<file path="src/rtl/pll0_ctrl.sv">
// Power-up / relock sequencer for the core0 PLL control pins.
// Optional build macro: PLL0_AUTO_BYPASS_EN (on lock timeout fall back to the reference clock).
module pll0_ctrl #(
  parameter int         RST_CYCLES   = 16,
  parameter int         LOCK_STABLE  = 64,
  parameter int         LOCK_TIMEOUT = 4096,
  parameter logic [1:0] DIV_RESET    = 2'b11
) (
  input  logic       clk_i,
  input  logic       rst_i,
  input  logic [1:0] div_req_i,
  input  logic       div_req_valid_i,
  output logic       div_req_ready_o,
  input  logic       lock_i,
  output logic       pll_rstn_o,
  output logic [1:0] pll_div_o,
  output logic       pll_bps_o,
  output logic       pll_ready_o,
  output logic       timeout_o,
  output logic [2:0] state_o
);

  typedef enum logic [2:0] {
    HOLD      = 3'd0,
    WAIT_LOCK = 3'd1,
    STABLE    = 3'd2,
    RUN       = 3'd3,
    BYPASS    = 3'd4
  } state_t;

  localparam int MAX_AB  = (RST_CYCLES > LOCK_STABLE) ? RST_CYCLES : LOCK_STABLE;
  localparam int MAX_ALL = (MAX_AB > LOCK_TIMEOUT) ? MAX_AB : LOCK_TIMEOUT;
  localparam int CW      = $clog2(MAX_ALL) + 1;

  localparam logic [CW-1:0] RST_LAST     = CW'(RST_CYCLES - 1);
  localparam logic [CW-1:0] STABLE_LAST  = CW'(LOCK_STABLE - 1);
  localparam logic [CW-1:0] TIMEOUT_LAST = CW'(LOCK_TIMEOUT - 1);

  state_t        state;
  logic [CW-1:0] cnt;
  logic          lock_meta;
  logic          lock_s;

  assign state_o = state;

  // lock_i comes straight from the PLL analog block, so it is never used raw.
  always_ff @(posedge clk_i) begin
    if (rst_i) begin
      lock_meta <= 1'b0;
      lock_s    <= 1'b0;
    end else begin
      lock_meta <= lock_i;
      lock_s    <= lock_meta;
    end
  end

  // Outputs are registered alongside the state they belong to, so they track
  // the state register exactly.
  always_ff @(posedge clk_i) begin
    if (rst_i) begin
      state           <= HOLD;
      cnt             <= '0;
      pll_rstn_o      <= 1'b0;
      pll_div_o       <= DIV_RESET;
      pll_bps_o       <= 1'b0;
      pll_ready_o     <= 1'b0;
      timeout_o       <= 1'b0;
      div_req_ready_o <= 1'b0;
    end else begin
      timeout_o <= 1'b0;
      cnt       <= (&cnt) ? cnt : cnt + CW'(1);

      case (state)
        HOLD: begin
          if (cnt == RST_LAST) begin
            state      <= WAIT_LOCK;
            cnt        <= '0;
            pll_rstn_o <= 1'b1;
          end
        end

        WAIT_LOCK: begin
          if (lock_s) begin
            state <= STABLE;
            cnt   <= '0;
          end else if (cnt == TIMEOUT_LAST) begin
            timeout_o <= 1'b1;
            cnt       <= '0;
`ifdef PLL0_AUTO_BYPASS_EN
            state           <= BYPASS;
            pll_rstn_o      <= 1'b0;
            pll_bps_o       <= 1'b1;
            pll_ready_o     <= 1'b1;
            div_req_ready_o <= 1'b1;
`else
            state      <= HOLD;
            pll_rstn_o <= 1'b0;
`endif
          end
        end

        STABLE: begin
          if (!lock_s) begin
            state <= WAIT_LOCK;
            cnt   <= '0;
          end else if (cnt == STABLE_LAST) begin
            state           <= RUN;
            cnt             <= '0;
            pll_ready_o     <= 1'b1;
            div_req_ready_o <= 1'b1;
          end
        end

        // A divider request beats a simultaneous lock loss: the restart it
        // triggers covers the relock anyway.
        RUN, BYPASS: begin
          if (div_req_valid_i && div_req_ready_o) begin
            state           <= HOLD;
            cnt             <= '0;
            pll_div_o       <= div_req_i;
            pll_rstn_o      <= 1'b0;
            pll_bps_o       <= 1'b0;
            pll_ready_o     <= 1'b0;
            div_req_ready_o <= 1'b0;
          end else if (state == RUN && !lock_s) begin
            state           <= WAIT_LOCK;
            cnt             <= '0;
            pll_ready_o     <= 1'b0;
            div_req_ready_o <= 1'b0;
          end
        end

        default: begin
          state           <= HOLD;
          cnt             <= '0;
          pll_rstn_o      <= 1'b0;
          pll_bps_o       <= 1'b0;
          pll_ready_o     <= 1'b0;
          div_req_ready_o <= 1'b0;
        end
      endcase
    end
  end

endmodule

</file>
<file path="config.mk">
export PLATFORM = sky130hd
export DESIGN_NAME = pll0_ctrl
export DESIGN_NICKNAME = d
export VERILOG_FILES = /design/src/rtl/pll0_ctrl.sv
export SDC_FILE = /design/constraint.sdc
export NUM_CORES = 1
export LEC_CHECK = 0
export CAP_MARGIN = 20
export CORE_ASPECT_RATIO = 0.6
export CORE_MARGIN = 3
export CORE_UTILIZATION = 44
export CTS_BUF_LIST = sky130_fd_sc_hd__clkbuf_4 sky130_fd_sc_hd__clkbuf_8 sky130_fd_sc_hd__clkbuf_16
export DETAILED_ROUTE_END_ITERATION = 10
export HOLD_SLACK_MARGIN = 0.08
export PLACE_DENSITY = 0.68
export SYNTH_ARGS = -nofsm -noshare
export SYNTH_HDL_FRONTEND = slang
export SYNTH_SLANG_ARGS = --single-unit
export TNS_END_PERCENT = 30
</file>
<file path="constraint.sdc">
create_clock -name clk_i -period 4.8 [get_ports clk_i]
set_input_delay 0.48 -clock clk_i [delete_from_list [all_inputs] [get_ports clk_i]]
set_output_delay 0.48 -clock clk_i [all_outputs]
set_load 0.02 [all_outputs]
</file>
Word-level counts from Yosys, hierarchy flattened
Cells that the tools add are included.
Widths: inputs -> output; s select.
- add/subtract/negate cells: 1
- eq/ne operators: 16
- mux-type cells: 29
- bitwise operators: 4
- reduce and logical (&&, ||, !) cells: 14
- operators by type and width (operator ; number):
    $mux 13 ; 8
    $pmux 13 s4 ; 1
    $mux 3 ; 7
    $add 13x1->13 const B ; 1
    $eq 13x12->1 const B ; 1
    $eq 13x4->1 const B ; 1
    $eq 13x6->1 const B ; 1
    $reduce_and 13->1 ; 1
    $ne 2x2->1 const B ; 6
    $pmux 3 s4 ; 1
    $mux 1 ; 9
    $ne 3x3->1 const B ; 3
    $reduce_and 4->1 ; 2
    $eq 3x2->1 const B ; 2
    $reduce_or 3->1 ; 2
    $reduce_and 5->1 ; 1
    $not 1->1 ; 4
    $pmux 1 s4 ; 1
    $reduce_and 2->1 ; 2
    $reduce_or 2->1 ; 2
    $eq 3x1->1 const B ; 1
    $eq 3x3->1 const B ; 1
    $logic_not 3->1 ; 1
    $pmux 1 s3 ; 1
    other kinds (3) ; 4
- register bits: 24
- input port bits: 6
- output and inout port bits: 10
- word-level logic and storage cells: 73

Longest topological paths before layout
- depth after elaboration: 5
- mapped depth: 8

Least setup slack after synthesis
OpenSTA, ideal clock, no wires.
- path type: flip-flop to flip-flop
- start point: register cnt[0]
- end point: register cnt[8]
- setup time: 0.117 ns
- arrival time: 1.613 ns
- setup slack: 3.070 ns
- stages on the path, launching flop included: 9
- path buffers: 2
- period minus slack after synthesis: 1.730 ns
- cells stage by stage: dfxtp_1 ha_1 and3_1 buf_2 nand4_1 a221oi_2 a21o_2 buf_6 nor3_2
- word-level cells in the longest chain between the ends: 5
- elaborated cells on any way between the ends: 14
- classes of those cells: 1 x add/sub; 3 x eq/ne; 9 x mux; 1 x reduce/logical
- RTL lines (element ; line ; text):
    from (decl) ; 40 ; logic [CW-1:0] cnt;
    from (signal assigned) ; 71 ; cnt <= (&cnt) ? cnt : cnt + CW'(1);
    $add 13x1->13 / $reduce_and 13->1 (equally long branches) ; 71 ;
    $mux 13 ; 71 ;
    $mux 13 (on tied branches) ; 125, 106, 86 ;
    $mux 13 (on tied branches) ; 117, 103, 83 ;
    $pmux 13 s4 (*) ; 73 ; case (state)
Mark *: on every way between the ends. The rest lies on a longest branch, timed or not.
A chain may end at the register's enable or synchronous reset.

Worst setup path in the final report
- start point: register cnt[0]
- end point: register cnt[4]
Same word-level chain as after synthesis.

==> results.txt <==
Max-slew violations = 0
Async SR Flop Fraction = 0%
Vias in the first global route = 824
Finish-stage setup viols = 0
Final Wtd Congestion = 0.825
H-tree Lvls = 1
Max cap viols = 0
Die area = 0.00319 sq mm
Grt total ovfl = 0
Postcts setup bufs = 0
Most common flop cell mapped by yosys = dfxtp_1
# IOs = 16
Hpwl dp = 1.75 mm
Largest fanout on the critical path = 12
Crit start category = flip-flop
Commonest non-fill, non-tap cell in the layout = dfxtp_1
HP Class = flip-flop to flip-flop
RSZ-0062 raised after global routing = false
Tmin final = 2060 ps
Initial core utilization = 49.0%
Share of layout cells above drive strength 1 = 5.26%
DRT iter0 DRCs = 64
Wire length per cell = 14.9 microns
Worst-Skew Late Latency = 260 ps
Leakage = 0.450 nW
Largest net degree at the start of global routing = 13
Post-Syn Area = 0.00111 sq mm
Worst clock skew = 3.85 ps
Max VDD drop = 0.000166 V
TritonCTS clock tree = done
Drc violations = 0
Commonest non-fill, non-tap cells in the layout = 22 x dfxtp_1, 17 x nor2_1, 13 x clkdlybuf4s50_1
Setup TNS = 0 ps
#FFs+latches synth = 22
Layout net count = 142
CTS buffer count = 3
Resize count post-CTS = 0
First-pass GRT wire length = 4.02 mm
Total power = 0.000335 W
Pwr/cell area = 266 mW/mm^2
Critical Path AT = 2200 ps
Via count = 944
Kind of critical path = flip-flop to flip-flop
Antenna-violating nets left = 0
Final Hold Vio Count = 0
PortBufs = 13
Clock transition at path regs = 70 ps
Synth unique cells = 36
ANT cells = 0
Initial antenna violation count = 0
CTS Sinks = 22
CP required = 4940 ps
Cell Rows = 13
DRT Wirelength = 2.42 mm
Post-synth EDFFs = 0
Core ar. = 0.00228 sq mm
Synthesized instance count = 126
CTS Hold Bufs = 0
Mean post-synth cell area = 8.85 sq um
Clk buf depth = 2
GRT Total Usage = 16.3%
Area grow syn2layout = 13.0%
Die height = 45.0 microns
Fill cells = 216
Max Clock Freq = 486 MHz
Clk root buf = clkbuf_8
Status = completed
First-pass iteration count of the detailed router = 4
Crit share post-route = 42.9%
Sequential cell area fraction in the yosys report = 39.5%
CP endpoint kind = flip-flop
Chip Width = 71.0 microns
Ys Warns = 0
Vias per std cell = 5.79
-- registers in the layout (all words and copies together) (netlist names) --
name	flops
lock_meta	1
pll_ready_o	1
pll_rstn_o	1
pll_div_o	2
lock_s	1
state_o	2
cnt	13
timeout_o	1
-- where the power goes --
| group | switching (W) | internal (W) | leakage [nW] | total, W |
|---|---|---|---|---|
| sequential | 0.00000623 | 0.000188 | 0.178 | 0.000194 |
| combinational | 0.0000163 | 0.0000154 | 0.250 | 0.0000317 |
| clock | 0.0000535 | 0.0000559 | 0.0216 | 0.000109 |
-- per-stage QoR --
step                hold WS, ps  cells  worst slack [ps]  cell area [sq um]  utilization (%)
global placement            418    160              2770               1220             53.5
detailed placement          427    160              2710               1220             53.5
CTS                         445    163              2750               1260             55.3
floorplan                   414    127              3070               1120                -
finish                      440    163              2740               1260             55.3
global route                467    163              2540               1260             55.3
-- area by class of cell --
cell class,instances,area (sq um),area share (%)
clock buffers,3,41.3,3.28
repair buffers,13,130,10.3
flip-flops and latches,22,440,35.0
multi-input cells,95,611,48.5
well taps,30,37.5,2.98
-- kinds of logic (layout without fill, tap and decap cells) --
family	Yosys count	after routing	synth area share, %
xor+xnor	8	8	6.29
simple gates	64	64	33.3
buf+inv	10	16	6.06
compound gates	19	19	12.5
other cells	1	2	0.336
fa+ha+maj	1	1	1.12
mux	1	1	0.898
flops	22	22	39.5
-- synthesized netlist by cell type (2+ instances only) --
cell	n	area, sq um
buf_4	3	22.5
xnor2_1	2	17.5
o21ai_0	3	15.0
nor3_1	5	25.0
a211o_1	2	17.5
clkbuf_1	2	7.51
nand3_1	6	30.0
xor2_1	6	52.6
nand2b_1	2	12.5
and3b_1	2	17.5
buf_6	2	22.5
nand2_1	6	22.5
dfxtp_1	22	440
nor4b_1	2	17.5
a21oi_1	5	25.0
and3_1	3	18.8
o211ai_1	2	15.0
nor2b_1	6	37.5
nor2_1	17	63.8
and2_1	2	12.5
nand4_1	5	31.3
buf_2	3	15.0
and4_1	5	43.8
-- per-layer routing --
layer | global-route usage [%] | share of wire (%) | vias to the layer above
li1 | - | - | 466
met3 | 5.33 | 7.0 | 2
met1 | 23.9 | 50 | 445
met2 | 22.7 | 43 | 31
met4 | 4.87 | 0.54 | 0
met5 | 0 | 0 | -
-- final timing paths --
path              from  slack (ps)      to  cells after the start
max             cnt[0]        2740  cnt[4]                      6
min reg2reg  lock_meta         440  lock_s                      1
max reg2reg     cnt[0]        2740  cnt[4]                      6
min          lock_meta         440  lock_s                      1
-- critical path, cell delays in order (launching register included) --
cell and delay, ps:
dfxtp_1 370, ha_1 260, and3_1 310, nand4_1 200, a221oi_2 380, a21o_2 330, nor3_1 90
Note: power is estimated with default switching activity, not from simulation.
